$ cat config.mk
export PLATFORM = sky130hd
export DESIGN_NAME = wshb_prio_arbiter
export DESIGN_NICKNAME = d
export VERILOG_FILES = /design/src/rtl/wshb_prio_arbiter.sv
export SDC_FILE = /design/constraint.sdc
export NUM_CORES = 1
export LEC_CHECK = 0
export CAP_MARGIN = 20
export CORE_AREA = 2 2 122 124
export CTS_BUF_LIST = sky130_fd_sc_hd__clkbuf_2 sky130_fd_sc_hd__clkbuf_4 sky130_fd_sc_hd__clkbuf_8
export DETAILED_ROUTE_END_ITERATION = 10
export DIE_AREA = 0 0 124 126
export PLACE_DENSITY = 0.52
export SLEW_MARGIN = 40
export SYNTH_ARGS = -nofsm -noshare
export SYNTH_HDL_FRONTEND = slang
export SYNTH_SLANG_ARGS = --single-unit
$ cat constraint.sdc
create_clock -name sys_clk -period 4.4 [get_ports sys_clk]
set_input_delay 1.32 -clock sys_clk [delete_from_list [all_inputs] [get_ports sys_clk]]
set_output_delay 1.32 -clock sys_clk [all_outputs]
set_load 0.005 [all_outputs]
$ cat src/rtl/wshb_prio_arbiter.sv
// Two-master Wishbone arbiter: master 0 has priority, master 1 is protected by a starvation timer.
// Optional grant/starve statistics counters are enabled with `define WSHB_ARB_STATS_EN.
module wshb_prio_arbiter #(
  parameter int DATA_W   = 32,
  parameter int ADR_W    = 32,
  parameter int MAX_WAIT = 64
) (
  input  logic                sys_clk,
  input  logic                sys_rst,
  input  logic                m0_cyc,
  input  logic                m0_stb,
  input  logic                m0_we,
  input  logic [ADR_W-1:0]    m0_adr,
  input  logic [DATA_W-1:0]   m0_dat_ms,
  input  logic [DATA_W/8-1:0] m0_sel,
  output logic                m0_ack,
  output logic [DATA_W-1:0]   m0_dat_sm,
  input  logic                m1_cyc,
  input  logic                m1_stb,
  input  logic                m1_we,
  input  logic [ADR_W-1:0]    m1_adr,
  input  logic [DATA_W-1:0]   m1_dat_ms,
  input  logic [DATA_W/8-1:0] m1_sel,
  output logic                m1_ack,
  output logic [DATA_W-1:0]   m1_dat_sm,
  output logic                s_cyc,
  output logic                s_stb,
  output logic                s_we,
  output logic [ADR_W-1:0]    s_adr,
  output logic [DATA_W-1:0]   s_dat_ms,
  output logic [DATA_W/8-1:0] s_sel,
  input  logic                s_ack,
  input  logic [DATA_W-1:0]   s_dat_sm,
`ifdef WSHB_ARB_STATS_EN
  output logic [15:0]         gnt0_cnt,
  output logic [15:0]         gnt1_cnt,
  output logic [15:0]         starve_cnt,
`endif
  output logic [1:0]          gnt
);

  localparam logic [1:0] IDLE = 2'd0;
  localparam logic [1:0] GNT0 = 2'd1;
  localparam logic [1:0] GNT1 = 2'd2;

  localparam int               CNT_W    = $clog2(MAX_WAIT + 1);
  localparam logic [CNT_W-1:0] WAIT_MAX = CNT_W'(MAX_WAIT);

  logic [1:0]       state;
  logic [1:0]       state_nxt;
  logic [1:0]       arb;
  logic [CNT_W-1:0] wait_cnt;
  logic             starve;

  assign starve = (wait_cnt == WAIT_MAX);

  always_comb begin
    if (starve && m1_cyc)  arb = GNT1;
    else if (m0_cyc)       arb = GNT0;
    else if (m1_cyc)       arb = GNT1;
    else                   arb = IDLE;
  end

  // The owner keeps the bus until it drops cyc; only then is arb() consulted.
  always_comb begin
    case (state)
      GNT0:    state_nxt = m0_cyc ? GNT0 : arb;
      GNT1:    state_nxt = m1_cyc ? GNT1 : arb;
      default: state_nxt = arb;
    endcase
  end

  // NOTE: registered state uses non-blocking assignments so every flop samples pre-edge values.
  always_ff @(posedge sys_clk) begin
    if (sys_rst) begin
      state    <= IDLE;
      wait_cnt <= '0;
    end else begin
      state <= state_nxt;
      if (!m1_cyc || (state != GNT1 && state_nxt == GNT1))
        wait_cnt <= '0;
      else if (state != GNT1 && !starve)
        wait_cnt <= wait_cnt + CNT_W'(1);
    end
  end

  // NOTE: every output gets a default first so no path through the case infers a latch.
  always_comb begin
    s_cyc    = 1'b0;
    s_stb    = 1'b0;
    s_we     = 1'b0;
    s_adr    = '0;
    s_dat_ms = '0;
    s_sel    = '0;
    m0_ack   = 1'b0;
    m1_ack   = 1'b0;
    case (state)
      GNT0: begin
        s_cyc    = m0_cyc;
        s_stb    = m0_stb;
        s_we     = m0_we;
        s_adr    = m0_adr;
        s_dat_ms = m0_dat_ms;
        s_sel    = m0_sel;
        m0_ack   = s_ack;
      end
      GNT1: begin
        s_cyc    = m1_cyc;
        s_stb    = m1_stb;
        s_we     = m1_we;
        s_adr    = m1_adr;
        s_dat_ms = m1_dat_ms;
        s_sel    = m1_sel;
        m1_ack   = s_ack;
      end
      default: ;
    endcase
  end

  assign m0_dat_sm = s_dat_sm;
  assign m1_dat_sm = s_dat_sm;
  assign gnt       = {state == GNT1, state == GNT0};

`ifdef WSHB_ARB_STATS_EN
  logic starve_q;

  always_ff @(posedge sys_clk) begin
    if (sys_rst) begin
      gnt0_cnt   <= '0;
      gnt1_cnt   <= '0;
      starve_cnt <= '0;
      starve_q   <= 1'b0;
    end else begin
      starve_q <= starve;
      if (state != GNT0 && state_nxt == GNT0 && gnt0_cnt != 16'hFFFF)
        gnt0_cnt <= gnt0_cnt + 16'd1;
      if (state != GNT1 && state_nxt == GNT1 && gnt1_cnt != 16'hFFFF)
        gnt1_cnt <= gnt1_cnt + 16'd1;
      if (starve && !starve_q && starve_cnt != 16'hFFFF)
        starve_cnt <= starve_cnt + 16'd1;
    end
  end
`endif

endmodule

==> results.md, run 1 <==
* Outcome: finished clean
* Mapped Cells at 295
* Die ar. at 15600 sq um
* # rows at 44
* Syn-to-layout area delta at 101%
* Power share of the combinational group at 65.0%
* Fillers at 1587
* PwrDens at 137 nW/um^2
* Critical Path Start Type: input pin
* CTS Hold Bufs at 0
* Ant diodes at 0
* Global-route wire length before repair at 13900 um
* Nets at 619
* WP data required at 3.08 ns
* Largest stage delay on the critical path at 0.63 ns
* Crit Path Category: input pin to output pin
* Ys async rst share at 0%
* EDFF count, synth at 0
* Switch Pwr at 175 uW
* Dpl cell area at 3880 sq um
* Xor/xnor cell area share of the yosys netlist at 0.897%
* Clk_skew at 0.00561 ns
* I/O Buffers at 219
* Ys Warns at 0
* Total internal power at 365 uW
* Clock Power Share at 19.1%
* Seq cells post-synth at 9
* Peak supply drop at 0.0766 mV
* GP Congestion at 0.746
* Lkg Pwr at 0.00128 uW
* TritonCTS clock tree: yes
* Max Fclk at 0.244 GHz
* Post-Synth Adder-Cell Area at 2.56%
* Critical Path Sink Type: output pin
* Clock Tree Buf Depth at 2
* Post-route DRC at 0
* GRT Resource Usage Total at 11.2%
* Final hold violations at 0
* Core ar. at 14300 sq um
* CP Cell Sequence: clkdlybuf4s50_1 > a22oi_1 > nor2_1 > clkdlybuf4s50_1
* Maxcap violations at 0
* Initial Utilization at 13.6%
* Sw Ratio at 32.4%
* H-tree depth at 1
* Slew headroom at 69.9%
* Die height at 126 um
* Post-Route Setup TNS at 0 ns
* Register area share after synthesis at 9.23%
* Net Count, Synth at 476
* I/O pin cnt at 316
* Worst hold slack at 0.548 ns
* CTS root buf: clkbuf_8
* Min-Delay Path Class: flip-flop to flip-flop
* TritonCTS Sinks at 9
* Clock-pin slew on the worst setup and hold paths at 0.05 ns
* Final worst path period share at 93.0%
* Worst EP arrival at 2.77 ns
* Critical path fanouts, max at 5
* Synth Flop Type: dfxtp_1
* Slew at the pin closest to its max-slew limit at 0.452 ns
* Global route overflow at 0
* Initial antenna violation count at 0
* Setup Fix Bufs, Post-CTS at 0
* Utilization after layout at 27.5%
* Largest family of logic cells by synthesized area: compound AO/OA/AOI/OAI gates
* DRT Wirelength at 9530 um
* Avg Inst Size Synth at 6.62 sq um
* Clk_lat worst skew at 0.24 ns
* Post-synthesis simple-gate area fraction at 20.4%
* Largest net degree at the start of global routing at 37
* Slowest cell on the critical path: clkdlybuf4s50_1
* Routed vias at 2667
* Reg power frac at 15.9%
* Vias in the first global route at 2658
* Layout cell share with drive strength beyond 1 at 3.89%
* Die W at 124 um
* CTS buffer count at 3
* Initial DRC count at 84
* Final setup viols at 0
* Proportion of synthesized area in mux cells at 0%
* Via/cell ratio at 4.29
* Crit path top cell by count: clkdlybuf4s50_1
* Wire per inst at 15.3 um
* Count of cell types in the netlist at 30
* Drt first pass iters at 4
* Design Area, Final at 3930 sq um
* Crit path time final at 4.09 ns
* Register area at 180 sq um
* Synth Area in Compound Gates at 35.4%
* Multi-input gate area at 1160 sq um
* Total Power at 540 uW
* Resize count post-CTS at 0
* Slew Viols, Final at 0
* Hpwl dp at 7740 um
* Synth Cell Area at 1950 sq um
* ANT nets after route at 0
* Unrepaired setup endpoints after global routing: no
==> cells in the final DEF, fill, tap and decap left out, types with 3 or more instances in the layout <==
cell and instances:
clkbuf_8 3, clkdlybuf4s50_1 219, a22oi_1 71, nor2_1 71, inv_1 7, a221oi_1 5
a211oi_1 3, buf_4 9, dfxtp_1 9, o21ai_0 4, nor2b_1 3
==> final timing paths <==
check	from	end	slack, ns	depth (start not counted)
setup / recovery	m0_cyc	s_cyc	0.31	4
hold / removal	wait_cnt[6]$_SDFFE_PP0P_	wait_cnt[6]$_SDFFE_PP0P_	0.55	2
setup reg to reg	state[0]$_SDFF_PP0_	wait_cnt[6]$_SDFFE_PP0P_	2.45	6
hold reg to reg	wait_cnt[6]$_SDFFE_PP0P_	wait_cnt[6]$_SDFFE_PP0P_	0.55	2
==> cell usage after synthesis, drive strengths merged (2+ instances only) <==
cell type  instances  area (sq um)
a211oi             3          22.5
a221oi             5          43.8
a22oi             71           533
a32oi              2          17.5
and2               2          12.5
buf               69           502
clkbuf            22          82.6
dfxtp              9           180
ha                 4          50.1
inv                7          26.3
nand2              2          7.51
nand2b             2          12.5
nand4b             2          17.5
nor2              71           267
nor2b              3          18.8
nor3               2          10.0
nor4b              2          17.5
o211ai             2          15.0
o21ai              4          20.0
or3                2          12.5
xor2               2          17.5
==> area by class of cell <==
type / instances / area share, %
inverter: 8 / 0.764
timing repair buffer: 229 / 58.0
multi-input combinational: 187 / 29.6
clock buffer: 4 / 1.24
tap: 184 / 5.86
sequential: 9 / 4.58
==> power groups by stage <==
| stage | Clock (uW) | Combinational, uW | Sequential, uW |
|---|---|---|---|
| floorplan | 0 | 170 | 87.0 |
| global placement | 0 | 352 | 87.4 |
| detailed placement | 0 | 356 | 87.5 |
| CTS | 106 | 358 | 85.9 |
| global route | 108 | 381 | 86.2 |
| finish | 103 | 351 | 86.1 |
==> routing by layer <==
| metal | vias up | GRT usage [%] | routed length (um) |
|---|---|---|---|
| met5 | - | 0 | 0 |
| met4 | 0 | 1.39 | 40 |
| met3 | 4 | 3.53 | 973 |
| met2 | 177 | 20.8 | 4870 |
| met1 | 1211 | 12.7 | 3640 |
| li1 | 1275 | - | - |
==> critical path, delay by kind of cell <==
family / cells / cell delay (ns)
buffers and inverters: 2 / 1.18
AO/OA/AOI/OAI: 1 / 0.09
AND/OR/NAND/NOR: 1 / 0.18
==> stage by stage <==
stage	setup slack [ns]	instances
after floorplan	1.54	295
after global placement	0.257	617
after detailed placement	0.253	617
after CTS	0.235	621
after global routing	0.189	621
final	0.310	621
==> flip-flops by register name (all words and copies together), names as in the netlist <==
register / flops
state: 2
wait_cnt: 7
==> logic make-up after synthesis <==
family | Yosys count
buffers and inverters | 99
xor gates and xnor gates | 2
and+or+nand+nor | 91
DFF | 9
adders and majority gates | 4
AOI/OAI and AO/OA | 90
No activity file was read; power rests on OpenSTA's default activity.
==> inputs of run 2 (changes only) <==
--- a/config.mk
+++ b/config.mk
@@ -10,7 +10,7 @@
 export CTS_BUF_LIST = sky130_fd_sc_hd__clkbuf_2 sky130_fd_sc_hd__clkbuf_4 sky130_fd_sc_hd__clkbuf_8
 export DETAILED_ROUTE_END_ITERATION = 10
 export DIE_AREA = 0 0 124 126
-export PLACE_DENSITY = 0.52
+export PLACE_DENSITY = 0.64
 export SLEW_MARGIN = 40
 export SYNTH_ARGS = -nofsm -noshare
 export SYNTH_HDL_FRONTEND = slang
==> constraint.sdc (replaced) <==
create_clock -name sys_clk -period 3.56 [get_ports sys_clk]
set_input_delay 1.068 -clock sys_clk [delete_from_list [all_inputs] [get_ports sys_clk]]
set_output_delay 1.068 -clock sys_clk [all_outputs]
set_load 0.005 [all_outputs]
==> run 2 against run 1 <==
Compared with the run above:
- global-route usage is 1.6 points lower
- via count is 0.52% higher
- routed wire length is 11% lower
- clock power is 25% higher
- critical endpoint unchanged
==> results.md, run 2 (same netlist as run 1, synthesis figures left out) <==
* Outcome: finished clean (unchanged)
* Regs by FF count: wait_cnt (7), state (2) (unchanged)
* Ant diodes at 0 (unchanged)
* Post-Route Setup TNS at 0 ns (unchanged)
* Min-Delay Path Class: flip-flop to flip-flop (unchanged)
* I/O Buffers at 219 (unchanged)
* R2R Setup Slk at 1.79 ns (was 2.45 ns)
* Initial DRC count at 184 (was 84)
* Slew headroom at 67.1% (was 69.9%)
* Slew Viols, Final at 0 (unchanged)
* Cells on worst reg2reg path at 5 (was 6)
* Most frequent cells in the layout: 219 x clkdlybuf4s50_1, 71 x a22oi_1, 71 x nor2_1 (unchanged)
* Post-route DRC at 0 (unchanged)
* CTS buffer count at 3 (unchanged)
* Critical Path Sink Type: output pin (unchanged)
* GP Congestion at 0.687 (was 0.746)
* WP data required at 2.49 ns (was 3.08 ns)
* Layout cell share with drive strength beyond 1 at 2.55% (was 3.89%)
* Crit path time final at 3.37 ns
* Via/cell ratio at 4.36 (was 4.29)
* PwrDens at 170 nW/um^2 (was 137 nW/um^2)
* Final cell count without fillers at 615 (was 621)
* Nets at 613 (was 619)
* Cell count of the worst hold path at 2 (unchanged)
* Max reg flops at 7 (unchanged)
* TritonCTS clock tree: yes (unchanged)
* Routed vias at 2681 (was 2667)
* Initial Utilization at 13.6% (unchanged)
* Slew at the pin closest to its max-slew limit at 0.487 ns (was 0.452 ns)
* CTS root buf: clkbuf_8 (unchanged)
* Vias in the first global route at 2661 (was 2658)
* Most common cell after layout, fill and taps aside: clkdlybuf4s50_1 (unchanged)
* GRT Resource Usage Total at 9.62% (was 11.2%)
* Die W at 124 um (unchanged)
* Max Fclk at 0.297 GHz
* Core ar. at 14300 sq um (unchanged)
* Clk_skew at 0.000525 ns (was 0.00561 ns)
* Worst EP arrival at 2.30 ns (was 2.77 ns)
* Global route overflow at 0 (unchanged)
* Clock-pin slew on the worst setup and hold paths at 0.04 ns (was 0.05 ns)
* Initial antenna violation count at 0 (unchanged)
* Wire per inst at 13.8 um (was 15.3 um)
* Maxcap violations at 0 (unchanged)
* DP Cell Count at 611 (was 617)
* Reg with most FFs: wait_cnt (unchanged)
* Syn-to-layout area delta at 101% (about the same)
* Global-route wire length before repair at 12400 um (was 13900 um)
* CP Cell Sequence: clkdlybuf4s50_1 > a22oi_1 > nor2_1 > clkdlybuf4s50_1 (unchanged)
* Crit path top cell by count: clkdlybuf4s50_1 (unchanged)
* DRT Wirelength at 8510 um (was 9530 um)
* Clk_lat worst skew at 0.24 ns (about the same)
* R2r endpoint: wait_cnt[6]$_SDFFE_PP0P_ (unchanged)
* Final hold violations at 0 (unchanged)
* TritonCTS Sinks at 9 (unchanged)
* # rows at 44 (unchanged)
* Critical Path Start Type: input pin (unchanged)
* Slowest cell on the critical path: clkdlybuf4s50_1 (unchanged)
* Worst r2r src: state[0]$_SDFF_PP0_ (unchanged)
* H-tree depth at 1 (unchanged)
* Largest net degree at the start of global routing at 77 (was 37)
* Hpwl dp at 6600 um (was 7740 um)
* Lkg Pwr at 0.00125 uW (was 0.00128 uW)
* Die ar. at 15600 sq um (unchanged)
* Die height at 126 um (unchanged)
* I/O pin cnt at 316 (unchanged)
* Crit. Startpoint: m0_cyc (unchanged)
* Final worst path period share at 94.6%
* Setup Fix Bufs, Post-CTS at 0 (unchanged)
* Unrepaired setup endpoints after global routing: no (unchanged)
* Hold Path End: wait_cnt[6]$_SDFFE_PP0P_ (unchanged)
* Fillers at 1563 (was 1587)
* Drt first pass iters at 4 (unchanged)
* Final setup viols at 0 (unchanged)
* Critical path fanouts, max at 5 (unchanged)
* Peak supply drop at 0.102 mV (was 0.0766 mV)
* Largest stage delay on the critical path at 0.53 ns (was 0.63 ns)
* Crit Path Category: input pin to output pin (unchanged)
* Hold Path Origin: wait_cnt[6]$_SDFFE_PP0P_ (unchanged)
* ANT nets after route at 0 (unchanged)
* Clock Tree Buf Depth at 2 (unchanged)
==> run 2: cell types whose count changed in the layout (fill, tap and decap cells not counted), sizes merged <==
cell,delta
buf,-6
==> run 2: power by group <==
| part | total (uW) | internal, uW | switching (uW) | leakage [uW] |
|---|---|---|---|---|
| Combinational | 432 | 264 | 167 | 0.00116 |
| Sequential | 107 | 104 | 2.73 | 0.0000730 |
| Clock | 129 | 85.8 | 42.9 | 0.0000262 |
==> run 2: metal layers <==
metal,vias up,wire length (um),global-route usage (%),part of all wire [%]
met5,-,0,0,0
met4,0,226,3.50,2.7
met3,28,913,2.40,11
met2,166,4150,17.2,49
met1,1222,3220,10.9,38
li1,1265,-,-,-
==> run 2: metrics by stage <==
step                      setup slack [ns]  power, uW  hold WS [ns]  cell area, sq um  util, %
after floorplan                       1.02        317         0.479              1950        -
after global placement               0.177        531         0.497              3860     27.0
after detailed placement             0.175        540         0.521              3860     27.0
after CTS                           0.0547        672         0.529              3910     27.3
after global routing                 0.142        711         0.590              3920     27.4
final                                0.194        667         0.558              3920     27.4
==> run 2: repair_timing <==
action	CTS	global route
gates resized for setup	0	1
hold endpoints to repair	0	0
setup endpoints to repair	0	34
hold buffers	0	0
==> run 2: layout make-up <==
cell class,instances,area (sq um),area share (%)
clock buffer,4,48.8,1.24
inverter,8,30.0,0.766
multi-input combinational,187,1170,29.9
sequential,9,180,4.59
tap,184,230,5.87
timing repair buffer,223,2260,57.6
==> run 2: worst max path at each step <==
stage	cells past startpoint	end
2_1_floorplan	7	s_dat_ms[10]
3_3_place_gp	4	s_cyc
3_5_place_dp	4	s_cyc
4_1_cts	6	s_dat_ms[4]
5_1_grt	4	s_dat_ms[26]
6_report	4	s_cyc
==> run 2: critical path, delay by kind of cell <==
| family | cells | cell delay (ns) |
|---|---|---|
| simple gates | 1 | 0.11 |
| compound gates | 1 | 0.08 |
| buf+inv | 2 | 1.03 |
